`src/rtl/debounce_ctrl_pkg.sv`:
```
// debounce_ctrl shared constants
// Board default timing at 125 MHz
package debounce_ctrl_pkg;

  localparam int SAMPLE_CNT_MAX_DEF = 62500;
  localparam int PULSE_CNT_MAX_DEF  = 200;

endpackage

```
`src/rtl/debounce_ctrl_sync.sv`:
```
// synchronizer: 2-flop metastability guard
// Flops are intentionally not reset
module synchronizer #(
  parameter int WIDTH = 1
) (
  input  logic             clk,
  input  logic [WIDTH-1:0] async_signal,
  output logic [WIDTH-1:0] sync_signal
);

  logic [WIDTH-1:0] s1;
  logic [WIDTH-1:0] s2;

  // two back-to-back capture stages
  always_ff @(posedge clk) begin
    s1 <= async_signal;
    s2 <= s1;
  end

  assign sync_signal = s2;

endmodule

```
`src/rtl/debounce_ctrl.sv`:
```
// debounce_ctrl: sync, sample, debounce, edge
// Per-channel levels plus press/release pulses
module debounce_ctrl
  import debounce_ctrl_pkg::*;
#(
  parameter int WIDTH          = 1,
  parameter int SAMPLE_CNT_MAX = SAMPLE_CNT_MAX_DEF,
  parameter int PULSE_CNT_MAX  = PULSE_CNT_MAX_DEF
) (
  input  logic             clk,
  input  logic             rst,
  input  logic [WIDTH-1:0] glitchy_signal,
  output logic [WIDTH-1:0] debounced_signal,
  output logic [WIDTH-1:0] press_pulse,
  output logic [WIDTH-1:0] release_pulse
);

  localparam int SW =
    (SAMPLE_CNT_MAX > 1) ?
    $clog2(SAMPLE_CNT_MAX) : 1;
  localparam int CW =
    $clog2(PULSE_CNT_MAX + 1);
  localparam logic [SW-1:0] S_TOP =
    SW'(SAMPLE_CNT_MAX - 1);
  localparam logic [CW-1:0] C_TOP =
    CW'(PULSE_CNT_MAX);

  logic [WIDTH-1:0]         sync;
  logic [SW-1:0]            sample_cnt;
  logic                     tick;
  logic [WIDTH-1:0][CW-1:0] sat_cnt;
  logic [WIDTH-1:0]         deb_q;

  synchronizer #(
    .WIDTH(WIDTH)
  ) u_sync (
    .clk         (clk),
    .async_signal(glitchy_signal),
    .sync_signal (sync)
  );

  assign tick = (sample_cnt == S_TOP);

  // shared sample-rate timer, wraps on tick
  always_ff @(posedge clk or posedge rst) begin
    if (rst)
      sample_cnt <= '0;
    else if (tick)
      sample_cnt <= '0;
    else
      sample_cnt <= sample_cnt + SW'(1);
  end

  // saturating count of consecutive high samples
  always_ff @(posedge clk or posedge rst) begin
    if (rst) begin
      sat_cnt <= '0;
    end else if (tick) begin
      for (int i = 0; i < WIDTH; i++) begin
        if (!sync[i])
          sat_cnt[i] <= '0;
        else if (sat_cnt[i] != C_TOP)
          sat_cnt[i] <= sat_cnt[i] + CW'(1);
      end
    end
  end

  // level is high only while saturated
  always_comb begin
    debounced_signal = '0;
    for (int i = 0; i < WIDTH; i++)
      debounced_signal[i] = (sat_cnt[i] == C_TOP);
  end

  // previous level for edge detection
  always_ff @(posedge clk or posedge rst) begin
    if (rst)
      deb_q <= '0;
    else
      deb_q <= debounced_signal;
  end

  assign press_pulse   = debounced_signal & ~deb_q;
  assign release_pulse = ~debounced_signal & deb_q;

endmodule

```
`config.mk`:
```
export PLATFORM = sky130hd
export DESIGN_NAME = debounce_ctrl
export DESIGN_NICKNAME = d
export VERILOG_FILES = /design/src/rtl/debounce_ctrl_pkg.sv /design/src/rtl/debounce_ctrl_sync.sv /design/src/rtl/debounce_ctrl.sv
export SDC_FILE = /design/constraint.sdc
export NUM_CORES = 1
export LEC_CHECK = 0
export ABC_AREA = 1
export BUFFER_PORTS_ARGS = -buffer_cell sky130_fd_sc_hd__buf_2
export CORE_MARGIN = 1
export CORE_UTILIZATION = 55
export CTS_CLUSTER_DIAMETER = 40
export DETAILED_ROUTE_END_ITERATION = 7
export PLACE_DENSITY = 0.7
export SKIP_CTS_REPAIR_TIMING = 1
export SLEW_MARGIN = 20
export SYNTH_ARGS = -nofsm -noshare
export SYNTH_HDL_FRONTEND = slang
export SYNTH_HIERARCHICAL = 1
export SYNTH_SLANG_ARGS = --single-unit
```
`constraint.sdc`:
```
create_clock -name clk -period 2.6 [get_ports clk]
set_input_delay 0.13 -clock clk [delete_from_list [all_inputs] [get_ports clk]]
set_output_delay 0.13 -clock clk [all_outputs]
set_load 0.02 [all_outputs]
```
# After elaboration in Yosys (flattened, before gate mapping)
# Index checks and enable logic that the tools add are counted.
dict set report totals {
  out_inout_bits 3
  inputBits 3
  register_bits 27
  wordCells 19
}
dict set report classes {
  n_reduce_logical 1
  add_sub_neg 2
  mux 3
  n_bitwise 4
  eq_ne 4
}
# operator count
set ops {}
lappend ops {{$add A16 B1 Y16 const B} 1}
lappend ops {{$eq A16 B16 Y1 const B} 1}
lappend ops {{$mux W16} 1}
lappend ops {{$mux W8} 2}
lappend ops {{$add A8 B1 Y8 const B} 1}
lappend ops {{$eq A8 B8 Y1 const B} 1}
lappend ops {{$ne A8 B8 Y1 const B} 1}
lappend ops {{$and A1 B1 Y1} 2}
lappend ops {{$ne A2 B2 Y1 const B} 1}
lappend ops {{$not A1 Y1} 2}
lappend ops {{$reduce_and A2 Y1} 1}

# Longest topological paths before layout
# Gate-level depths: netlist of the first run.
dict set report depth {
  word_depth 3
  depth_mapped 9
  ltp_nobuf 8
}

# Modules after synthesis
# The synthesis of the first run kept the hierarchy.
# mod cells_per_inst n_inst area_each_um2 seq_area_each_um2
set by_module_without_submodules {}
lappend by_module_without_submodules {debounce_ctrl 243 1 1589.0 625.6}
lappend by_module_without_submodules {synchronizer 2 1 40.0 40.0}

# Worst setup path after synthesis of the first run
# No wires, ideal clock.
dict set report synth_path {
  kind {reg-to-output}
  startpoint {register sat_cnt[0] in the netlist's numbering}
  endpoint {output press_pulse}
  stages_incl_launch_ff 5
  setup_slack_ns 1.230
  n_path_buf 0
  required_time_ns 2.470
  t_arrival_ns 1.240
  path_cell_list {dfrtp_1 inv_1 ha_1 nand3_1 nor3_1}
}
dict set report synth_via {
  elab_chain_len 2
}
# item line
set synth_lines {}
lappend synth_lines {{from (decl)} debounce_ctrl.sv:31} ;# logic [WIDTH-1:0][CW-1:0] sat_cnt;
lappend synth_lines {{from (signal, indexed assignment)} debounce_ctrl.sv:63} ;# sat_cnt[i] <= sat_cnt[i] + CW'(1);
lappend synth_lines {{$eq A8 B8 Y1} debounce_ctrl.sv:72} ;# debounced_signal[i] = (sat_cnt[i] == C_TOP);
lappend synth_lines {{$and A1 B1 Y1} debounce_ctrl.sv:83} ;# assign press_pulse = debounced_signal & ~deb_q;
lappend synth_lines {{to (decl)} debounce_ctrl.sv:14} ;# output logic [WIDTH-1:0] press_pulse,
# Every way passes these cells.

# Worst setup path after layout of the first run
# Same ends and word-level chain as after synthesis.

==> summary.md, run 1 <==
| Metric | Value |
|---|---|
| Hold Path Depth | `0` |
| Initial cell density of the core | `58.6%` |
| Worst R2R Start | `sample_cnt[0]` |
| GP Congestion | `0.798` |
| DIE WIDTH | `56.4 um` |
| Async SR Flop Fraction | `92.6%` |
| Top cell type's share of synthesized area | `38.4%` |
| Routed WL | `3.16 mm` |
| Setup TNS | `0 ns` |
| Port bufs | `5` |
| Logic pwr share | `2.2%` |
| CTS clk-pin slew, worst paths | `0.15 ns` |
| Initial antenna violation count | `0` |
| DPL Wire Length | `2.36 mm` |
| FF-to-FF setup slack | `1.12 ns` |
| Die Ht | `56.4 um` |
| Final hold violations | `0` |
| VDD IR max | `0.000378 V` |
| Worst path cell trace | `inv_1 > ha_1 > nand3_1 > nor3_1 > buf_2` |
| Final setup violation count | `0` |
| Slowest cell on crit path | `dfrtp_1` |
| Vias in the first global route | `1,217` |
| Tcrit/Tclk final | `65.5%` |
| Area grow syn2layout | `5.91%` |
| Synthesized flop and latch total | `27` |
| First-pass GRT wire length | `5.51 mm` |
| Pin count of the biggest net entering global routing | `26` |
| Synth cell types | `20` |
| Pwr/cell area | `359 mW/mm^2` |
| Register area share after synthesis | `40.9%` |
| NumNets Final | `260` |
| Yosys warnings | `6` |
| CP Class | `reg2out` |
| Worst Hold Class | `reg2reg` |
| Tightest Pin Transition | `0.892 ns` |
| Total CTS buffers | `3` |
| Internal power | `0.000482 W` |
| Final Core Density | `62.0%` |
| Length of the first detailed-routing pass in iterations | `4` |
| Post-Syn Area | `0.00163 mm^2` |
| Gr usage total | `22.1%` |
| Total core area | `0.00278 mm^2` |
| Max Cap Viol | `0` |
| Unrepaired setup endpoints after global routing | `no` |
| Worst EP arrival | `1.57 ns` |
| Number of synthesized flops with an enable pin | `0` |
| Cell accounting for the most synthesized area | `dfrtp_1` |
| Via count | `1,421` |
| Net Sw Power | `0.000137 W` |
| Net Sw Frac | `22.2%` |
| Post-route ant nets | `0` |
| CTS H-tree lvls | `1` |
| Clk_skew | `0.00859 ns` |
| Min Tclk post-route | `1.70 ns` |
| Clock latency on the worst-skew pair | `0.33 ns` |
| Min-Delay Endpoint | `u_sync/sync_signal` |
| Routed len/inst | `11.1 um` |
| Flop pwr share | `68.1%` |
| Fraction of layout cells with a size suffix above 1 | `6.72%` |
| Predominant post-synthesis flop cell | `dfrtp_1` |
| Bufs and invs on worst path | `2` |
| PnR Total Power | `0.000620 W` |
| Root Buffer | `clkbuf_4` |
| Leakage power | `0.855 nW` |
| CTS sink count | `27` |
| I/O Pins | `6` |
| Ranking of synthesized cells by area | `dfrtp_1 38%, nand2_1 19%, nor2_1 12%, inv_1 7.4%, nand3_1 6.5%` |
| Clk pwr share | `29.7%` |
| Synthesized area per cell | `6.65 um^2` |
| Crit. End Element | `output port` |
| GR Overflow Total | `0` |
| FP Rows | `19` |
| Max Clock Freq | `0.587 GHz` |
| TritonCTS clock tree | `done` |
| Max Transition Viols Final | `0` |
| Post-synthesis net count | `251` |
| Clock tree buffer depth | `2` |
| RR Endpoint | `sample_cnt[12]` |
| Cell family with most CP delay | `flip-flops` |
| Die area | `0.00318 mm^2` |
| Gate Count Post-Synth | `245` |
| Critical Path Start Type | `flop` |
| Slew headroom | `40.2%` |
| FF-to-FF path depth | `7` |
| Hold_sp | `u_sync/s1` |
| Ant. Diodes | `0` |
| Crit path max fanout | `5` |
| 1st-iter DRT viols | `49` |
| Status | `complete, no violations` |
| Critical path's largest stage delay | `0.45 ns` |
| Remaining DRCs | `0` |
| Worst Path Required | `2.47 ns` |
| Vias per inst | `5.00` |
-- cell usage after synthesis (2+ instances only) --
master    count
nor2_2        4
inv_1        32
nor3_1        5
xor2_1        5
dfrtp_1      25
nand3_1      21
nor2_1       51
o21bai_1      2
buf_2         3
nand4_1       3
ha_1          3
nand2_1      82
dfxtp_1       2
-- layout by cell type, fill, tap and decap left out, drive strengths merged --
cell,n
xor2,5
nor3,7
buf,5
dfxtp,2
a21oi,1
o21bai,2
dlygate4sd3,2
dfrtp,25
clkbuf,3
nand3,21
clkinv,2
nand2,83
ha,3
o21ai,2
inv,31
nor2,56
nand4,3
-- worst reg2reg max path: cells and delay by family, from the launching register on --
family                   cells  cell delay [ns]
adder cells (fa/ha/maj)      1             0.30
flip-flops                   1             0.40
buffers and inverters        1             0.04
AND/OR/NAND/NOR              5             0.69
-- flip-flops by register name (all words and copies together) (netlist names) --
signal	cells
sat_cnt	8
sample_cnt	16
u_sync/s1	1
deb_q	1
u_sync/sync_signal	1
-- final cells by class --
class	count	area, um^2
inverters	32	120
repair buffers	7	45.0
multi-input cells	183	828
fillers	269	1060
clock buffers	3	22.5
flip-flops and latches	27	666
clock inverters	1	5.00
well taps	31	38.8
-- metrics by stage --
stage / hold slack, ns / setup slack, ns / instances / cell area [um^2]
finish: 0.347 / 0.897 / 284 / 1730
global route: 0.357 / 0.747 / 284 / 1730
CTS: -0.122 / 0.890 / 282 / 1710
detailed placement: 0.237 / 1.13 / 278 / 1680
global placement: 0.235 / 1.18 / 278 / 1680
floorplan: 0.157 / 1.23 / 245 / 1630
-- worst max-delay path by stage --
stage	slack [ns]	start	to	depth (start not counted)
floorplan	1.23	sat_cnt[0]	press_pulse	4
global placement	1.18	sample_cnt[0]	sample_cnt[14]	7
detailed placement	1.13	sample_cnt[0]	sample_cnt[12]	7
CTS	0.89	sat_cnt[0]	release_pulse	6
global route	0.75	sat_cnt[0]	debounced_signal	5
finish	0.90	sat_cnt[0]	press_pulse	5
-- power by group through the flow --
stage	Combinational [W]	Sequential [W]	Clock, W
after floorplan	0.00000758	0.000430	0
after global placement	0.0000120	0.000430	0
after detailed placement	0.0000120	0.000430	0
after CTS	0.0000120	0.000422	0.000190
after global routing	0.0000159	0.000423	0.000204
final	0.0000136	0.000422	0.000184
-- per-layer routing --
metal  GRT usage, %  up-vias  part of all wire [%]
met3           4.15        4                   2.9
met1           32.7      633                    54
met4           6.27        0                  0.85
met5              0        -                     0
li1               -      769                     -
met2           32.8       15                    43
-- cells by family (layout without fill, tap and decap cells) --
logic type      Yosys count  after routing  synth area share, %
fa+ha+maj                 3              3                 2.30
xor+xnor                  5              5                 2.69
compound gates            5              5                 1.84
simple gates            170            170                 44.0
flops                    27             27                 40.9
buf+inv                  35             43                 8.29
Note: power is estimated with default switching activity, not from simulation.
==> inputs of run 2 (changes only) <==
--- a/config.mk
+++ b/config.mk
@@ -11,7 +11,7 @@
 export CORE_UTILIZATION = 55
 export CTS_CLUSTER_DIAMETER = 40
 export DETAILED_ROUTE_END_ITERATION = 7
-export PLACE_DENSITY = 0.7
+export PLACE_DENSITY = 0.73
 export SKIP_CTS_REPAIR_TIMING = 1
 export SLEW_MARGIN = 20
 export SYNTH_ARGS = -nofsm -noshare
==> constraint.sdc (replaced) <==
create_clock -name clk -period 1.5 [get_ports clk]
set_input_delay 0.075 -clock clk [delete_from_list [all_inputs] [get_ports clk]]
set_output_delay 0.075 -clock clk [all_outputs]
set_load 0.02 [all_outputs]
==> run 2 against run 1 <==
Against the previous run: routed wire length increased by 8.1%; sequential cell count unchanged; critical path depth fell by 1; largest cell class unchanged; largest power group unchanged.
==> summary.md, run 2 (synthesis results as in run 1) <==
| Metric | Value |
|---|---|
| Commonest non-fill, non-tap cell in the layout | `nand2_1` |
| Final setup violation count | `0 (unchanged)` |
| Routed WL | `3.42 mm (+8.1%)` |
| Fillers | `252 (-6.3%)` |
| Via count | `1,485 (+4.5%)` |
| CP Class | `reg2out` |
| Fraction of layout cells with a size suffix above 1 | `15.3% (+8.6 points)` |
| GP Congestion | `0.832 (+4.3%)` |
| Critical path's largest stage delay | `0.48 ns (+0.03 ns)` |
| Clk_skew | `0.00847 ns (-0.000116 ns)` |
| Min Tclk post-route | `1.48 ns` |
| Regs by FF count | `sample_cnt (16), sat_cnt (8)` |
| Tightest Pin Transition | `0.388 ns (-0.504 ns)` |
| Placed Area | `0.00172 mm^2 (+2.2%)` |
| TritonCTS clock tree | `done` |
| Final instance area | `0.00187 mm^2 (+8.3%)` |
| Total core area | `0.00278 mm^2 (unchanged)` |
| VDD IR max | `0.000479 V (+27%)` |
| Slew headroom | `74.1% (+34 points)` |
| Die area | `0.00318 mm^2 (unchanged)` |
| Max Clock Freq | `0.676 GHz` |
| Total CTS buffers | `3 (unchanged)` |
| Length of the first detailed-routing pass in iterations | `4 (unchanged)` |
| First-pass GRT wire length | `5.63 mm (+2.3%)` |
| Port bufs | `5 (unchanged)` |
| Vias per inst | `5.09 (+1.6%)` |
| GR Overflow Total | `0 (unchanged)` |
| Vias in the first global route | `1,290 (+6.0%)` |
| Worst path cell trace | `inv_1 > nand3_4 > nor3_2 > buf_4` |
| Post-route ant nets | `0 (unchanged)` |
| Crit. End Element | `output port` |
| Max Cap Viol | `0 (unchanged)` |
| Die Ht | `56.4 um (unchanged)` |
| Top reg by flops | `sample_cnt` |
| Max reg flops | `16 (unchanged)` |
| Routed len/inst | `11.7 um (+5.2%)` |
| Slowest cell on crit path | `dfrtp_2` |
| Final hold violations | `0 (unchanged)` |
| Worst Hold Class | `in2async` |
| Pwr/cell area | `579 mW/mm^2 (+61%)` |
| Hold slack | `0.326 ns (-0.0210 ns)` |
| CTS clk-pin slew, worst paths | `0.15 ns (about the same)` |
| Clock latency on the worst-skew pair | `0.33 ns (about the same)` |
| Clock tree buffer depth | `2 (unchanged)` |
| Most frequent cells in the layout | `82 x nand2_1, 49 x nor2_1, 30 x inv_1, 19 x dfrtp_1, 18 x nand3_1` |
| Worst EP arrival | `1.40 ns (-0.17 ns)` |
| NumNets Final | `268 (+3.1%)` |
| Status | `complete, no violations` |
| Max Transition Viols Final | `0 (unchanged)` |
| DIE WIDTH | `56.4 um (unchanged)` |
| Worst Path Required | `1.42 ns (-1.05 ns)` |
| CTS H-tree lvls | `1 (unchanged)` |
| Critical Path Start Type | `flop` |
| Area grow syn2layout | `14.7%` |
| Gr usage total | `22.6% (+0.53 points)` |
| Ant. Diodes | `0 (unchanged)` |
| Remaining DRCs | `0 (unchanged)` |
| Tcrit/Tclk final | `98.6%` |
| Initial antenna violation count | `0 (unchanged)` |
| DPL Wire Length | `2.50 mm (+6.0%)` |
| Pin count of the biggest net entering global routing | `26 (unchanged)` |
| 1st-iter DRT viols | `57 (+16%)` |
| Unrepaired setup endpoints after global routing | `yes` |
| Initial cell density of the core | `58.6% (unchanged)` |
| CTS sink count | `27 (unchanged)` |
| Crit path max fanout | `8 (+3)` |
| I/O Pins | `6 (unchanged)` |
| FP Rows | `19 (unchanged)` |
| Leakage power | `0.892 nW (+4.4%)` |
| Root Buffer | `clkbuf_4` |
## run 2: worst paths after layout
kind / start / endpoint / cells past startpoint / slack [ns]
min in group clk: u_sync/s1 / u_sync/sync_signal / 0 / 0.35
worst min register to register: u_sync/s1 / u_sync/sync_signal / 0 / 0.35
worst max-delay path: sat_cnt[2] / press_pulse / 4 / 0.02
max in group asynchronous: rst / sat_cnt[3] / 4 / 0.90
worst max register to register: sample_cnt[3] / sample_cnt[14] / 6 / 0.08
worst min-delay path: rst / sample_cnt[10] / 4 / 0.33
## run 2: worst max-delay path, delay by kind of cell, from the launching register on
kind / cells / cell delay (ns)
buffers and inverters: 2 / 0.33
flip-flops: 1 / 0.48
AND/OR/NAND/NOR: 2 / 0.28
## run 2: report_power, final
| group | total, W | switching (W) | leakage (nW) | internal, W |
|---|---|---|---|---|
| logic | 0.0000264 | 0.0000188 | 0.534 | 0.00000760 |
| registers | 0.000732 | 0.00000190 | 0.343 | 0.000730 |
| clock network | 0.000323 | 0.000219 | 0.0150 | 0.000104 |
## run 2: metal layers
metal / track usage [%] / routed length, um
met1: 32.7 / 1680
met2: 35.3 / 1580
met3: 2.07 / 127
met4: 8.01 / 30
met5: 0 / 0
## run 2: stage by stage
step           setup TNS, ns  utilization, %  setup slack [ns]  cells  total power [W]
6_report                   0            67.2            0.0211    292          0.00108
5_1_grt              -0.0353            67.2           -0.0344    292          0.00111
4_1_cts               -0.298            62.6           -0.0994    287          0.00109
3_5_place_dp         -0.0215            61.7           -0.0204    283         0.000769
3_3_place_gp               0            61.7            0.0739    283         0.000768
2_1_floorplan              0               -             0.185    245         0.000758
## run 2: layout make-up
| type | count | area (um^2) | share of cell area (%) |
|---|---|---|---|
| clock buffer | 4 | 26.3 | 1.41 |
| multi-input combinational | 183 | 898 | 48.1 |
| tap | 31 | 38.8 | 2.07 |
| sequential | 27 | 673 | 36.0 |
| inverter | 32 | 120 | 6.43 |
| timing repair buffer | 15 | 113 | 6.02 |
==> inputs of run 3 (changes only) <==
--- a/config.mk
+++ b/config.mk
@@ -7,6 +7,7 @@
 export LEC_CHECK = 0
 export ABC_AREA = 1
 export BUFFER_PORTS_ARGS = -buffer_cell sky130_fd_sc_hd__buf_2
+export CORE_ASPECT_RATIO = 1.4
 export CORE_MARGIN = 1
 export CORE_UTILIZATION = 55
 export CTS_CLUSTER_DIAMETER = 40
==> run 3 against run 2 <==
Against the previous run: final area about the same; sequential share of layout area decreased by 0.36 points; highest routed layer unchanged; sequential cell count unchanged; register-to-register slack improved by 0.04 ns; global-route usage increased by 1.6 points.
==> summary.md, run 3 (synthesis results as in run 1) <==
| Metric | Value |
|---|---|
| Worst Path Required | `1.42 ns (about the same)` |
| Clk_skew | `0.00721 ns (-0.00126 ns)` |
| Placed Area | `0.00172 mm^2 (+0.44%)` |
| Critical Path Source | `sat_cnt[0]` |
| Regs by FF count | `sample_cnt (16), sat_cnt (8)` |
| Final instance area | `0.00187 mm^2 (about the same)` |
| Post-route ant nets | `0 (unchanged)` |
| Max Transition Viols Final | `0 (unchanged)` |
| Length of the first detailed-routing pass in iterations | `4 (unchanged)` |
| Slew headroom | `76.4% (+2.3 points)` |
| PnR Total Power | `0.00119 W (+10%)` |
| GP Congestion | `0.885 (+6.4%)` |
| CTS clk-pin slew, worst paths | `0.10 ns (-0.05 ns)` |
| Crit path max fanout | `3 (-5)` |
| Worst R2R Start | `sat_cnt[0]` |
| Most frequent cells in the layout | `82 x nand2_1, 50 x nor2_1, 30 x inv_1, 24 x dfrtp_1, 18 x nand3_1` |
| Top reg by flops | `sample_cnt` |
| Tcrit/Tclk final | `95.5% (-3.1 points)` |
| Pin count of the biggest net entering global routing | `26 (unchanged)` |
| Critical path's largest stage delay | `0.42 ns (-0.06 ns)` |
| Area grow syn2layout | `14.8% (about the same)` |
| DIE WIDTH | `48.0 um (-15%)` |
| FP Rows | `23 (+4)` |
| Root Buffer | `clkbuf_8` |
| NumNets Final | `270 (+0.75%)` |
| Initial antenna violation count | `0 (unchanged)` |
| Worst path cell trace | `inv_2 > ha_4 > nand3_2 > nor2_2 > nor2_1 > buf_2` |
| CP endpoint | `release_pulse` |
| Die area | `0.00319 mm^2 (about the same)` |
| 1st-iter DRT viols | `30 (-47%)` |
| Routed len/inst | `11.3 um (-3.4%)` |
| Max Cap Viol | `0 (unchanged)` |
| Pwr/cell area | `637 mW/mm^2 (+10%)` |
| FF-to-FF path depth | `8 (+2)` |
| Critical Path Start Type | `flop` |
| CTS sink count | `27 (unchanged)` |
| Min Tclk post-route | `1.43 ns (-0.0470 ns)` |
| Gr usage total | `24.2% (+1.6 points)` |
| Final hold violations | `0 (unchanged)` |
| TritonCTS clock tree | `done` |
| I/O Pins | `6 (unchanged)` |
| Ant. Diodes | `0 (unchanged)` |
| Max reg flops | `16 (unchanged)` |
| FF-to-FF setup slack | `0.12 ns (+0.04 ns)` |
| Total CTS buffers | `3 (unchanged)` |
| RR Endpoint | `sat_cnt[4]` |
| DPL Wire Length | `2.51 mm (+0.46%)` |
| Clock latency on the worst-skew pair | `0.28 ns (-0.05 ns)` |
| Via count | `1,471 (-0.94%)` |
| Slowest cell on crit path | `dfrtp_1` |
| Die Ht | `66.4 um (+18%)` |
| Clock tree buffer depth | `2 (unchanged)` |
| Fraction of layout cells with a size suffix above 1 | `14.1% (-1.3 points)` |
| Commonest non-fill, non-tap cell in the layout | `nand2_1` |
| Setup TNS | `0 ns (unchanged)` |
| Status | `complete, no violations` |
| Vias in the first global route | `1,276 (-1.1%)` |
| Routed WL | `3.39 mm (-0.79%)` |
| Crit. End Element | `output port` |
| Worst EP arrival | `1.36 ns (-0.04 ns)` |
| Final setup violation count | `0 (unchanged)` |
| GR Overflow Total | `0 (unchanged)` |
| Worst Hold Class | `reg2reg` |
| CP Class | `reg2out` |
| Vias per inst | `4.90 (-3.6%)` |
| Tightest Pin Transition | `0.353 ns (-0.0347 ns)` |
| CTS H-tree lvls | `1 (unchanged)` |
| Port bufs | `5 (unchanged)` |
| Leakage power | `0.916 nW (+2.6%)` |
| First-pass GRT wire length | `5.33 mm (-5.3%)` |
| Total core area | `0.00285 mm^2 (+2.4%)` |
| Initial cell density of the core | `57.2% (-1.4 points)` |
| Max Clock Freq | `0.698 GHz (+3.3%)` |
| Remaining DRCs | `0 (unchanged)` |
| Fillers | `261 (+3.6%)` |
| VDD IR max | `0.000432 V (-9.9%)` |
[run 3: cell count changes in the layout (fill, tap and decap cells not counted), sizes merged]
cell / delta
clkinv: +1
clkbuf: -1
buf: +2
[run 3: routing by layer]
metal	track usage, %	share of wire [%]	vias to the layer above	routed length (um)
li1	-	-	782	-
met1	26.2	44	660	1480
met2	41.0	51	16	1720
met3	4.10	1.4	13	48
met4	14.6	4.3	0	147
met5	0	0	-	0
[run 3: final cells by class]
class | instances | area [um^2] | area share (%)
sequential | 27 | 667 | 35.7
timing repair buffer | 17 | 123 | 6.56
inverter | 32 | 120 | 6.42
multi-input combinational | 183 | 868 | 46.4
clock inverter | 1 | 5.00 | 0.268
tap | 37 | 46.3 | 2.47
clock buffer | 3 | 41.3 | 2.21
[run 3: worst min path at each step]
stage                         start                  to  cells after the start
final                     u_sync/s1  u_sync/sync_signal                      0
after global routing      u_sync/s1  u_sync/sync_signal                      0
after CTS                       rst          sat_cnt[0]                      3
after detailed placement        rst          sat_cnt[0]                      3
after global placement          rst      sample_cnt[11]                      3
after floorplan                 rst               deb_q                      1
[run 3: power by group]
group          switching [W]  total [W]  internal, W  leakage, nW
combinational      0.0000189  0.0000281   0.00000923        0.540
sequential        0.00000219   0.000731     0.000729        0.350
clock               0.000244   0.000431     0.000187       0.0255
[run 3: critical path, delay by kind of cell (launching register included)]
family | cells | cell delay (ns)
flops | 1 | 0.42
simple gates | 3 | 0.28
buf+inv | 2 | 0.24
fa+ha+maj | 1 | 0.14
[run 3: metrics by stage]
stage	util [%]	setup slack [ns]	hold WS, ns	cells
final	65.7	0.0681	0.340	300
after global routing	65.7	-0.0296	0.342	300
after CTS	62.1	-0.0484	-0.159	293
after detailed placement	60.5	0.00902	0.147	289
after global placement	60.5	0.0985	0.140	289
after floorplan	-	0.185	0.102	245
